===== config.mk =====
export PLATFORM = sky130hd
export DESIGN_NAME = alu_seq
export DESIGN_NICKNAME = d
export VERILOG_FILES = /design/src/rtl/alu_seq.sv
export SDC_FILE = /design/constraint.sdc
export NUM_CORES = 1
export LEC_CHECK = 0
export CAP_MARGIN = 20
export CORE_ASPECT_RATIO = 0.6
export CORE_UTILIZATION = 30
export CTS_BUF_LIST = sky130_fd_sc_hd__clkbuf_16
export DETAILED_ROUTE_END_ITERATION = 8
export GPL_TIMING_DRIVEN = 0
export SYNTH_ARGS = -nofsm -noshare
export SYNTH_HDL_FRONTEND = slang
export SYNTH_SLANG_ARGS = --single-unit

===== constraint.sdc =====
create_clock -name clk -period 2.3 [get_ports clk]
set_input_delay 0.46 -clock clk [delete_from_list [all_inputs] [get_ports clk]]
set_output_delay 0.46 -clock clk [all_outputs]
set_load 0.01 [all_outputs]

===== src/rtl/alu_seq.sv =====
// alu_seq: registered W-bit ALU with start/busy/done handshake and Z/C/N/V flags.
// Optional iterative shift-add multiplier for op 110, built when ALU_MUL_EN is defined.
// Without ALU_MUL_EN, op 110 behaves as the invalid op and busy is tied low.
module alu_seq #(
   parameter int unsigned W = 8
) (
   input  logic         clk,
   input  logic         rst_n,
   input  logic         start,
   input  logic [2:0]   op,
   input  logic [W-1:0] a,
   input  logic [W-1:0] b,
   output logic [W-1:0] res,
   output logic         z,
   output logic         c,
   output logic         n,
   output logic         v,
   output logic         busy,
   output logic         done
);

   localparam logic [2:0] OP_ADD = 3'b000;
   localparam logic [2:0] OP_SUB = 3'b001;
   localparam logic [2:0] OP_AND = 3'b010;
   localparam logic [2:0] OP_OR  = 3'b011;
   localparam logic [2:0] OP_XOR = 3'b100;
   localparam logic [2:0] OP_NOT = 3'b101;

   logic [W:0]   sum_c;
   logic [W:0]   diff_c;
   logic [W-1:0] alu_res_c;
   logic         alu_c_c;
   logic         alu_v_c;
   logic         take_single_c;

   logic [W-1:0] res_d;
   logic         z_d;
   logic         c_d;
   logic         n_d;
   logic         v_d;
   logic         done_d;

`ifdef ALU_MUL_EN
   localparam logic [2:0]  OP_MUL = 3'b110;
   localparam int unsigned CW     = $clog2(W);
   localparam logic [0:0]  S_IDLE = 1'b0;
   localparam logic [0:0]  S_MUL  = 1'b1;

   logic [0:0]     state;
   logic [0:0]     state_d;
   logic [CW-1:0]  cnt;
   logic [CW-1:0]  cnt_d;
   logic [2*W-1:0] acc;
   logic [2*W-1:0] acc_d;
   logic [2*W-1:0] mcand;
   logic [2*W-1:0] mcand_d;
   logic [W-1:0]   mplier;
   logic [W-1:0]   mplier_d;
   logic [2*W-1:0] acc_step_c;
   logic           busy_d;

   // One shift-add step: add the shifted multiplicand when the current multiplier LSB is set.
   assign acc_step_c    = acc + (mplier[0] ? mcand : {(2*W){1'b0}});
   assign take_single_c = (state == S_IDLE) && start && (op != OP_MUL);
`else
   assign take_single_c = start;
   assign busy          = 1'b0;
`endif

   // Single-cycle datapath; ops without a defined result (invalid, or MUL when not built) give 0.
   always_comb begin
      sum_c     = {1'b0, a} + {1'b0, b};
      diff_c    = {1'b0, a} - {1'b0, b};
      alu_res_c = '0;
      alu_c_c   = 1'b0;
      alu_v_c   = 1'b0;
      case (op)
         OP_ADD: begin
            alu_res_c = sum_c[W-1:0];
            alu_c_c   = sum_c[W];
            alu_v_c   = (a[W-1] == b[W-1]) && (sum_c[W-1] != a[W-1]);
         end
         OP_SUB: begin
            alu_res_c = diff_c[W-1:0];
            alu_c_c   = diff_c[W];
            alu_v_c   = (a[W-1] != b[W-1]) && (diff_c[W-1] != a[W-1]);
         end
         OP_AND:  alu_res_c = a & b;
         OP_OR:   alu_res_c = a | b;
         OP_XOR:  alu_res_c = a ^ b;
         OP_NOT:  alu_res_c = ~a;
         default: alu_res_c = '0;
      endcase
   end

   // Next-state and next-output logic; outputs hold unless an operation completes.
   always_comb begin
      res_d  = res;
      z_d    = z;
      c_d    = c;
      n_d    = n;
      v_d    = v;
      done_d = 1'b0;
`ifdef ALU_MUL_EN
      state_d  = state;
      cnt_d    = cnt;
      acc_d    = acc;
      mcand_d  = mcand;
      mplier_d = mplier;
      busy_d   = busy;
      case (state)
         S_IDLE: begin
            if (start && (op == OP_MUL)) begin
               state_d  = S_MUL;
               busy_d   = 1'b1;
               cnt_d    = '0;
               acc_d    = '0;
               mcand_d  = {{W{1'b0}}, a};
               mplier_d = b;
            end
         end
         S_MUL: begin
            acc_d    = acc_step_c;
            mcand_d  = mcand << 1;
            mplier_d = mplier >> 1;
            cnt_d    = cnt + CW'(1);
            if (cnt == CW'(W - 1)) begin
               state_d = S_IDLE;
               busy_d  = 1'b0;
               done_d  = 1'b1;
               res_d   = acc_step_c[W-1:0];
               c_d     = |acc_step_c[2*W-1:W];
               v_d     = 1'b0;
            end
         end
         default: begin
            state_d = S_IDLE;
            busy_d  = 1'b0;
         end
      endcase
`endif
      if (take_single_c) begin
         res_d  = alu_res_c;
         c_d    = alu_c_c;
         v_d    = alu_v_c;
         done_d = 1'b1;
      end
      if (done_d) begin
         z_d = (res_d == '0);
         n_d = res_d[W-1];
      end
   end

   // State and output registers with synchronous active-low reset.
   always_ff @(posedge clk) begin
      if (!rst_n) begin
         res  <= '0;
         z    <= 1'b0;
         c    <= 1'b0;
         n    <= 1'b0;
         v    <= 1'b0;
         done <= 1'b0;
`ifdef ALU_MUL_EN
         state  <= S_IDLE;
         cnt    <= '0;
         acc    <= '0;
         mcand  <= '0;
         mplier <= '0;
         busy   <= 1'b0;
`endif
      end else begin
         res  <= res_d;
         z    <= z_d;
         c    <= c_d;
         n    <= n_d;
         v    <= v_d;
         done <= done_d;
`ifdef ALU_MUL_EN
         state  <= state_d;
         cnt    <= cnt_d;
         acc    <= acc_d;
         mcand  <= mcand_d;
         mplier <= mplier_d;
         busy   <= busy_d;
`endif
      end
   end

endmodule

==> Word level (Yosys, flattened, before mapping) <==
Cells that the tools add are included.
{ "classes": {"eq_ne": 9, "mux": 5, "addsub": 2, "bitwise": 4, "n_reduce_logical": 4} }
{ "op_table": {"columns": ["operator", "count"], "rows": [
  ["$pmux W8 S6", 1],
  ["$add A8 B8 Y9", 1],
  ["$sub A8 B8 Y9", 1],
  ["$and A8 B8 Y8", 1],
  ["$logic_not A8 Y1", 1],
  ["$mux W8", 1],
  ["$not A8 Y8", 1],
  ["$or A8 B8 Y8", 1],
  ["$xor A8 B8 Y8", 1],
  ["$eq A3 B2 Y1 const B", 2],
  ["$eq A3 B3 Y1 const B", 2],
  ["$pmux W1 S2", 2],
  ["$eq A3 B1 Y1 const B", 1],
  ["$logic_not A3 Y1", 1],
  ["$ne A1 B1 Y1", 3],
  ["$logic_and A1 B1 Y1", 2],
  ["$eq A1 B1 Y1", 1],
  ["$mux W1", 1]
]} }
{ "word_totals": {"out_inout_bits": 14, "reg_bits": 13, "wordCells": 30} }

==> Depth between registers and ports, before layout <==
Gate-level depths: netlist of the first run.
{ "depth": {"word_depth": 4, "mapped_depth": 11} }

==> Least setup slack after synthesis of the first run <==
OpenSTA, ideal clock, no wires.
{ "synth_timing": {"path_type": "in2reg", "from": "input a[0]", "to": "register c", "path_buffers": 0, "stages": 11, "path_slack_ns": -0.020, "setup_time_ns": 0.058, "t_required_ns": 2.242, "arrival_ns": 2.262, "cell_sequence": "inv_1 > ha_1 > inv_1 > fa_1 > or3b_1 > o211a_2 > o21ai_0 > a21oi_1 > o21bai_1 > a2111oi_0 > o21a_1"} }
{ "synth_between": {"elab_chain_len": 2} }
{ "synth_rtl": {"columns": ["element", "line", "rtl"], "rows": [
  ["start, declared", "11", "input logic [W-1:0] a,"],
  ["$sub A8 B8 Y9 or $add A8 B8 Y9 (tied branches)", "73, 72", null],
  ["$pmux W1 S2 *", "77", "case (op)"],
  ["end signal, assigned", "159", "c <= 1'b0;"],
  ["end signal, assigned", "174", "c <= c_d;"],
  ["end, declared", "15", "output logic c,"]
]} }
Mark *: on every way between the ends. The rest lies on a longest branch, timed or not.
A chain may end at the register's enable or synchronous reset.

==> Worst setup path after layout of the first run <==
{ "layout_timing": {"from": "input a[1]", "to": "register z"} }
{ "layout_between": {"elab_chain_len": 4} }
{ "layout_rtl": {"columns": ["element", "line", "rtl"], "rows": [
  ["$sub A8 B8 Y9, or another cell as far along", "73", "diff_c = {1'b0, a} - {1'b0, b};"],
  ["$pmux W8 S6 *", "77", null],
  ["$mux W8 *", "142", "if (take_single_c) begin"],
  ["$logic_not A8 Y1 *", "149", "z_d = (res_d == '0);"],
  ["end signal, assigned", "173", "z <= z_d;"],
  ["end, declared", "14", "output logic z,"]
]} }
Marked as above.

==> results of run 1 <==
worst max-delay path: cells and delay by family:
family / cells / cell delay (ps)
AO/OA/AOI/OAI: 4 / 870
buffers and inverters: 2 / 230
adder cells (fa/ha/maj): 1 / 200
AND/OR/NAND/NOR: 3 / 630
synthesized netlist by cell type, types with 7 or more instances:
cell	number	share of area
nor2_1	26	0.052
ha_1	24	0.16
clkbuf_1	7	0.014
buf_2	8	0.021
nand2_1	16	0.032
a21oi_1	16	0.043
dfxtp_1	13	0.14
nor2b_1	12	0.040
o21ai_0	11	0.029
inv_1	30	0.060
per-layer routing:
layer | wire length, µm | part of all wire
met1 | 3120 | 0.51
met2 | 2600 | 0.42
met3 | 373 | 0.061
met4 | 40 | 0.0065
met5 | 0 | 0
logic make-up (layout without fill, tap and decap cells):
| group | count (synthesis) | after routing |
|---|---|---|
| compound gates | 73 | 73 |
| xor+xnor | 4 | 4 |
| fa+ha+maj | 26 | 26 |
| flops | 13 | 13 |
| mux | 4 | 4 |
| buf+inv | 47 | 103 |
| simple gates | 90 | 90 |
| other cells | 1 | 1 |
how the worst min path moves through the flow:
stage / startpoint / end / slack (ps) / depth (start not counted)
2_1_floorplan: n / n / 480 / 2
3_3_place_gp: n / n / 450 / 2
3_5_place_dp: n / n / 460 / 2
4_1_cts: n / n / 460 / 2
5_1_grt: n / n / 480 / 2
6_report: n / n / 460 / 2
state kept, by name, summed over array words and instances, names as in the netlist:
register,count
z,1
done,1
n,1
res,8
c,1
v,1
timing repair:
item,CTS,global route
resized for setup,68,58
pin swaps,27,18
endpoints found under the setup margin,10,8
buffers inserted,13,8
hold buffers,0,0
endpoints found under the hold margin,0,0
stage by stage:
stage	std cells	area (µm²)	hold WS (ps)	utilization	worst slack, ps
after detailed placement	371	2310	457	0.398	-871
final	394	2870	458	0.494	34.3
after global placement	371	2310	448	0.398	-847
after floorplan	258	1880	481	-	8.64
after global routing	394	2870	482	0.494	-42.2
after CTS	387	2650	458	0.457	-46.8
power by group through the flow:
stage               Clock, mW  Combinational, mW  Sequential, mW
global route            0.342              0.620           0.251
global placement            0              0.418           0.254
finish                  0.321              0.569           0.250
CTS                     0.328              0.499           0.250
detailed placement          0              0.420           0.254
floorplan                   0              0.265           0.260
cell type report:
type / instances / area (µm²)
sequential: 13 / 260
inverter: 31 / 126
clock inverter: 1 / 3.75
multi-input combinational: 198 / 1730
clock buffer: 3 / 75.1
buffer: 14 / 101
fill: 592 / 2940
timing repair buffer: 54 / 473
tap: 80 / 100
placed cells by master, fill, tap and decap left out, types with 5 or more instances in the layout:
master           Yosys  final
buf_4                1     25
nor2_1              26     21
inv_1               30     20
clkdlybuf4s50_1      0     17
nand2_1             16     16
a21oi_1             16     13
dfxtp_1             13     13
ha_1                24     11
o21ai_0             11     10
inv_2                1      9
nor2b_1             12      7
ha_4                 0      7
ha_2                 0      6
dlygate4sd2_1        0      6
nor3_1               5      5
==> impl_metrics.tcl, run 1 <==
set metrics [dict create \
    cts_buffers 3 \
    synth-edff-count 0 \
    die_x_um 104 \
    p_switching_mw 0.395 \
    synth-xor-area-share 0.0187 \
    path_class "in -> reg" \
    use_met2 0.277 \
    cp.required_ps 2430 \
    clkTransAtPathRegs_ps 40 \
    wl_per_cell_um 15.6 \
    ys_types 61 \
    cap_violations 0 \
    rsz0062_at_grt "yes" \
    grt_max_degree 11 \
    n_antenna_cell 0 \
    cts_tree "yes" \
    hold_viol 0 \
    postRouteAntennaNets 0 \
    overflow 0 \
    core_area_um2 5810 \
    synth_seq_cells 13 \
    area_growth_pct 52.8 \
    wl_mm 6.14 \
    crit_path_end_kind "register" \
    start_util 0.323 \
    max_stage_delay_ps 290 \
    insertion_delay_ps 240 \
    syn-mean-instance-area_um2 7.28 \
    drtIter0Drc 117 \
    synth_cells 258 \
    grt_pass1_wl_mm 10.1 \
    syn_area_um2 1880 \
    vdd_drop_max_mv 0.232 \
    dp_hpwl_mm 4.44 \
    cts_htree_levels 1 \
    grt_util_met3 0.0352 \
    synth_top_family_by_area "compound AO/OA/AOI/OAI gates" \
    outcome "complete, no violations" \
    worst_slew_pin_slew_ps 592 \
    critPathSlowestCell "a211oi_4" \
    maxSlewViolCount 0 \
    final-setup-viol-count 0 \
    cp-startpoint "a[1]" \
    grt_use_total 0.191 \
    grt_pass1_vias 2012 \
    drive_above_1_share 0.341 \
    leakagePower_nw 1.19 \
    clkSinkCount 13 \
    grt-busiest-layer "met1" \
    setup_tns_ps 0 \
    seq_power_share 0.219 \
    die_area_um2 6590 \
    startpoint_type "input port" \
    nets 363 \
    synth-simple-area-share 0.253 \
    crit_chain "clkbuf_4 -> inv_4 -> ha_4 -> or2_4 -> a211oi_4 -> o32a_1 -> nand4_1 -> nor2_4 -> a311oi_4 -> a31o_1" \
    power_mw 1.14 \
    synth_async_sr_flop_share 0 \
    cts_buffer_depth 2 \
    crit_fanout 5 \
    via_count 2105 \
    io_pins 36 \
    synthAdderAreaFrac 0.181 \
    std_cell_rows 21 \
    r2r_start "res[6]" \
    grt_use_met1 0.289 \
    r2r_end "res[6]" \
    power.density_nw_per_um2 397 \
    swShare 0.347 \
    synth-compound-area-share 0.281 \
    maxSlewHeadroom 0.605 \
    reg2reg_slack_ps 710 \
    rr_worst_depth 8 \
    yosysWarnings 0 \
    root_buffer "clkbuf_16" \
    synth-seq-area-share 0.139 \
    antenna_found_initial 0 \
    fmax_mhz 441 \
    intPower_mw 0.745 \
    power_frac_clock 0.282 \
    comb_power_share 0.499 \
    io_buffers 33 \
    hold_class "reg -> reg" \
    dr.pass1.iters 4 \
    via_per_inst 5.34 \
    synthFlopType "dfxtp_1" \
    synthMuxAreaShare 0.0240 \
    skew_ps 1.22 \
    cp_data_arrival_time_ps 2400 \
    period_share 0.985 \
    fp.dieH_um 63.3 \
    syn_nets 306 \
    endpoint "z" \
    fin_crit_ps 2270 \
    drc 0 \
    gp_congestion 0.868 \
]
No activity file was read; power rests on OpenSTA's default activity.
==> run 2, diff against run 1 <==
Settings changed: SLEW_MARGIN set to 5.
==> results of run 2 <==
Final layout, timing and power as in run 1 (identical DEF).
==> run 3, diff against run 2 <==
Settings changed: CORE_ASPECT_RATIO 0.6 to 1.25, CTS_BUF_LIST sky130_fd_sc_hd__clkbuf_16 to not set.
==> impl_metrics.tcl, run 3 (synthesized netlist as in run 1, its figures left out) <==
set metrics [dict create \
    outcome "complete, no violations" \
    antenna_found_initial 0 \
    grt_pass1_vias 1941 \
    grt_util_met3 0.0134 \
    cts_buffers 3 \
    worstHoldPathCells 2 \
    postRouteAntennaNets 0 \
    drive_above_1_share 0.320 \
    reg2reg_slack_ps 800 \
    power.density_nw_per_um2 355 \
    hold_class "reg -> reg" \
    std_cell_rows 31 \
    n_antenna_cell 0 \
    dr.pass1.iters 4 \
    fp.dieH_um 90.5 \
    root_buffer "clkbuf_8" \
    wl_per_cell_um 14.5 \
    worst_slack_ps 53.3 \
    grt_max_degree 11 \
    crit_chain "clkdlybuf4s15_1 -> inv_2 -> ha_4 -> nor2b_1 -> a211oi_4 -> buf_4 -> nor2_2 -> o221ai_2 -> xnor2_2 -> a311oi_1 -> a31o_1" \
    max_stage_delay_ps 310 \
    setup_tns_ps 0 \
    dp_hpwl_mm 4.07 \
    crit_fanout 7 \
    leakagePower_nw 1.14 \
    insertion_delay_ps 240 \
    rr_worst_depth 7 \
    cts_htree_levels 1 \
    io_buffers 33 \
    rsz0062_at_grt "yes" \
    vdd_drop_max_mv 0.179 \
    grt_pass1_wl_mm 9.12 \
    largest_reg_flops 8 \
    drc 0 \
    via_per_inst 5.24 \
    fmax_mhz 445 \
    die_area_um2 6580 \
    use_met2 0.290 \
    hold_viol 0 \
    fillCellCount 616 \
    startpoint_type "input port" \
    clkTransAtPathRegs_ps 50 \
    cp_data_arrival_time_ps 2430 \
    clkSinkCount 13 \
    period_share 0.977 \
    layout_common_cells "nor2_1, inv_1, buf_4" \
    worst_slew_pin_slew_ps 568 \
    via_count 2048 \
    fin_crit_ps 2250 \
    drtIter0Drc 107 \
    largest-register "res" \
    path_class "in -> reg" \
    maxSlewViolCount 0 \
    skew_ps 0.581 \
    timing.hold.worst_endpoint "n" \
    dp_slack_ps -829 \
    crit_path_end_kind "register" \
    cp.required_ps 2490 \
    cap_violations 0 \
    nets 358 \
    die_x_um 72.8 \
    cts_hold_buf 0 \
    start_util 0.316 \
    min_from "n" \
    io_pins 36 \
    critPathSlowestCell "ha_4" \
    grt_use_met1 0.218 \
    cts_buffer_depth 2 \
    cts_tree "yes" \
    overflow 0 \
    grt_use_total 0.171 \
    gp_congestion 0.855 \
    wl_mm 5.67 \
    grt-busiest-layer "met2" \
    r2r_end "z" \
    core_area_um2 5930 \
    maxSlewHeadroom 0.621 \
    r2r_start "res[6]" \
    final_common_cell "nor2_1" \
    final-setup-viol-count 0 \
    area_growth_pct 48.8 \
]
run 3: what timing repair did:
action / 4_1_cts / 5_1_grt
gates resized for setup: 79 / 37
pin swaps: 25 / 25
setup buffers: 9 / 6
setup endpoints to repair: 10 / 5
run 3: worst max path at each step:
stage | from | end | cells after the start
6_report | a[2] | z | 11
5_1_grt | b[0] | z | 11
4_1_cts | a[3] | z | 10
3_5_place_dp | a[1] | z | 9
3_3_place_gp | a[1] | z | 9
2_1_floorplan | a[0] | z | 11
run 3: per-stage QoR:
stage	util	instance area (µm²)	hold WS, ps	total power [mW]	std cells
after global routing	0.471	2790	481	1.05	391
final	0.471	2790	459	0.991	391
after CTS	0.447	2660	454	0.942	385
after floorplan	-	1880	481	0.525	258
after global placement	0.389	2310	442	0.666	373
after detailed placement	0.389	2310	451	0.668	373
run 3: worst max-delay path, delay by kind of cell:
kind            cells  cell delay (ps)
xor+xnor            1              150
simple gates        2              430
fa+ha+maj           1              310
buf+inv             3              440
compound gates      4              640
run 3: layout make-up:
cell class / instances / area [µm²] / share of cell area
buffer: 15 / 103 / 0.0367
clock buffer: 4 / 45.0 / 0.0161
tap: 82 / 103 / 0.0367
multi-input combinational: 198 / 1740 / 0.623
timing repair buffer: 48 / 423 / 0.151
inverter: 31 / 119 / 0.0425
sequential: 13 / 260 / 0.0931
run 3: metal layers:
layer	routed length (µm)	vias to the layer above
li1	-	1013
met1	2530	949
met2	2690	70
met3	256	16
met4	197	0
met5	0	-
run 3: power breakdown:
| part | switching [mW] | leakage (nW) | internal (mW) |
|---|---|---|---|
| Sequential | 0.00724 | 0.107 | 0.241 |
| Clock | 0.0759 | 0.0228 | 0.122 |
| Combinational | 0.286 | 1.01 | 0.259 |
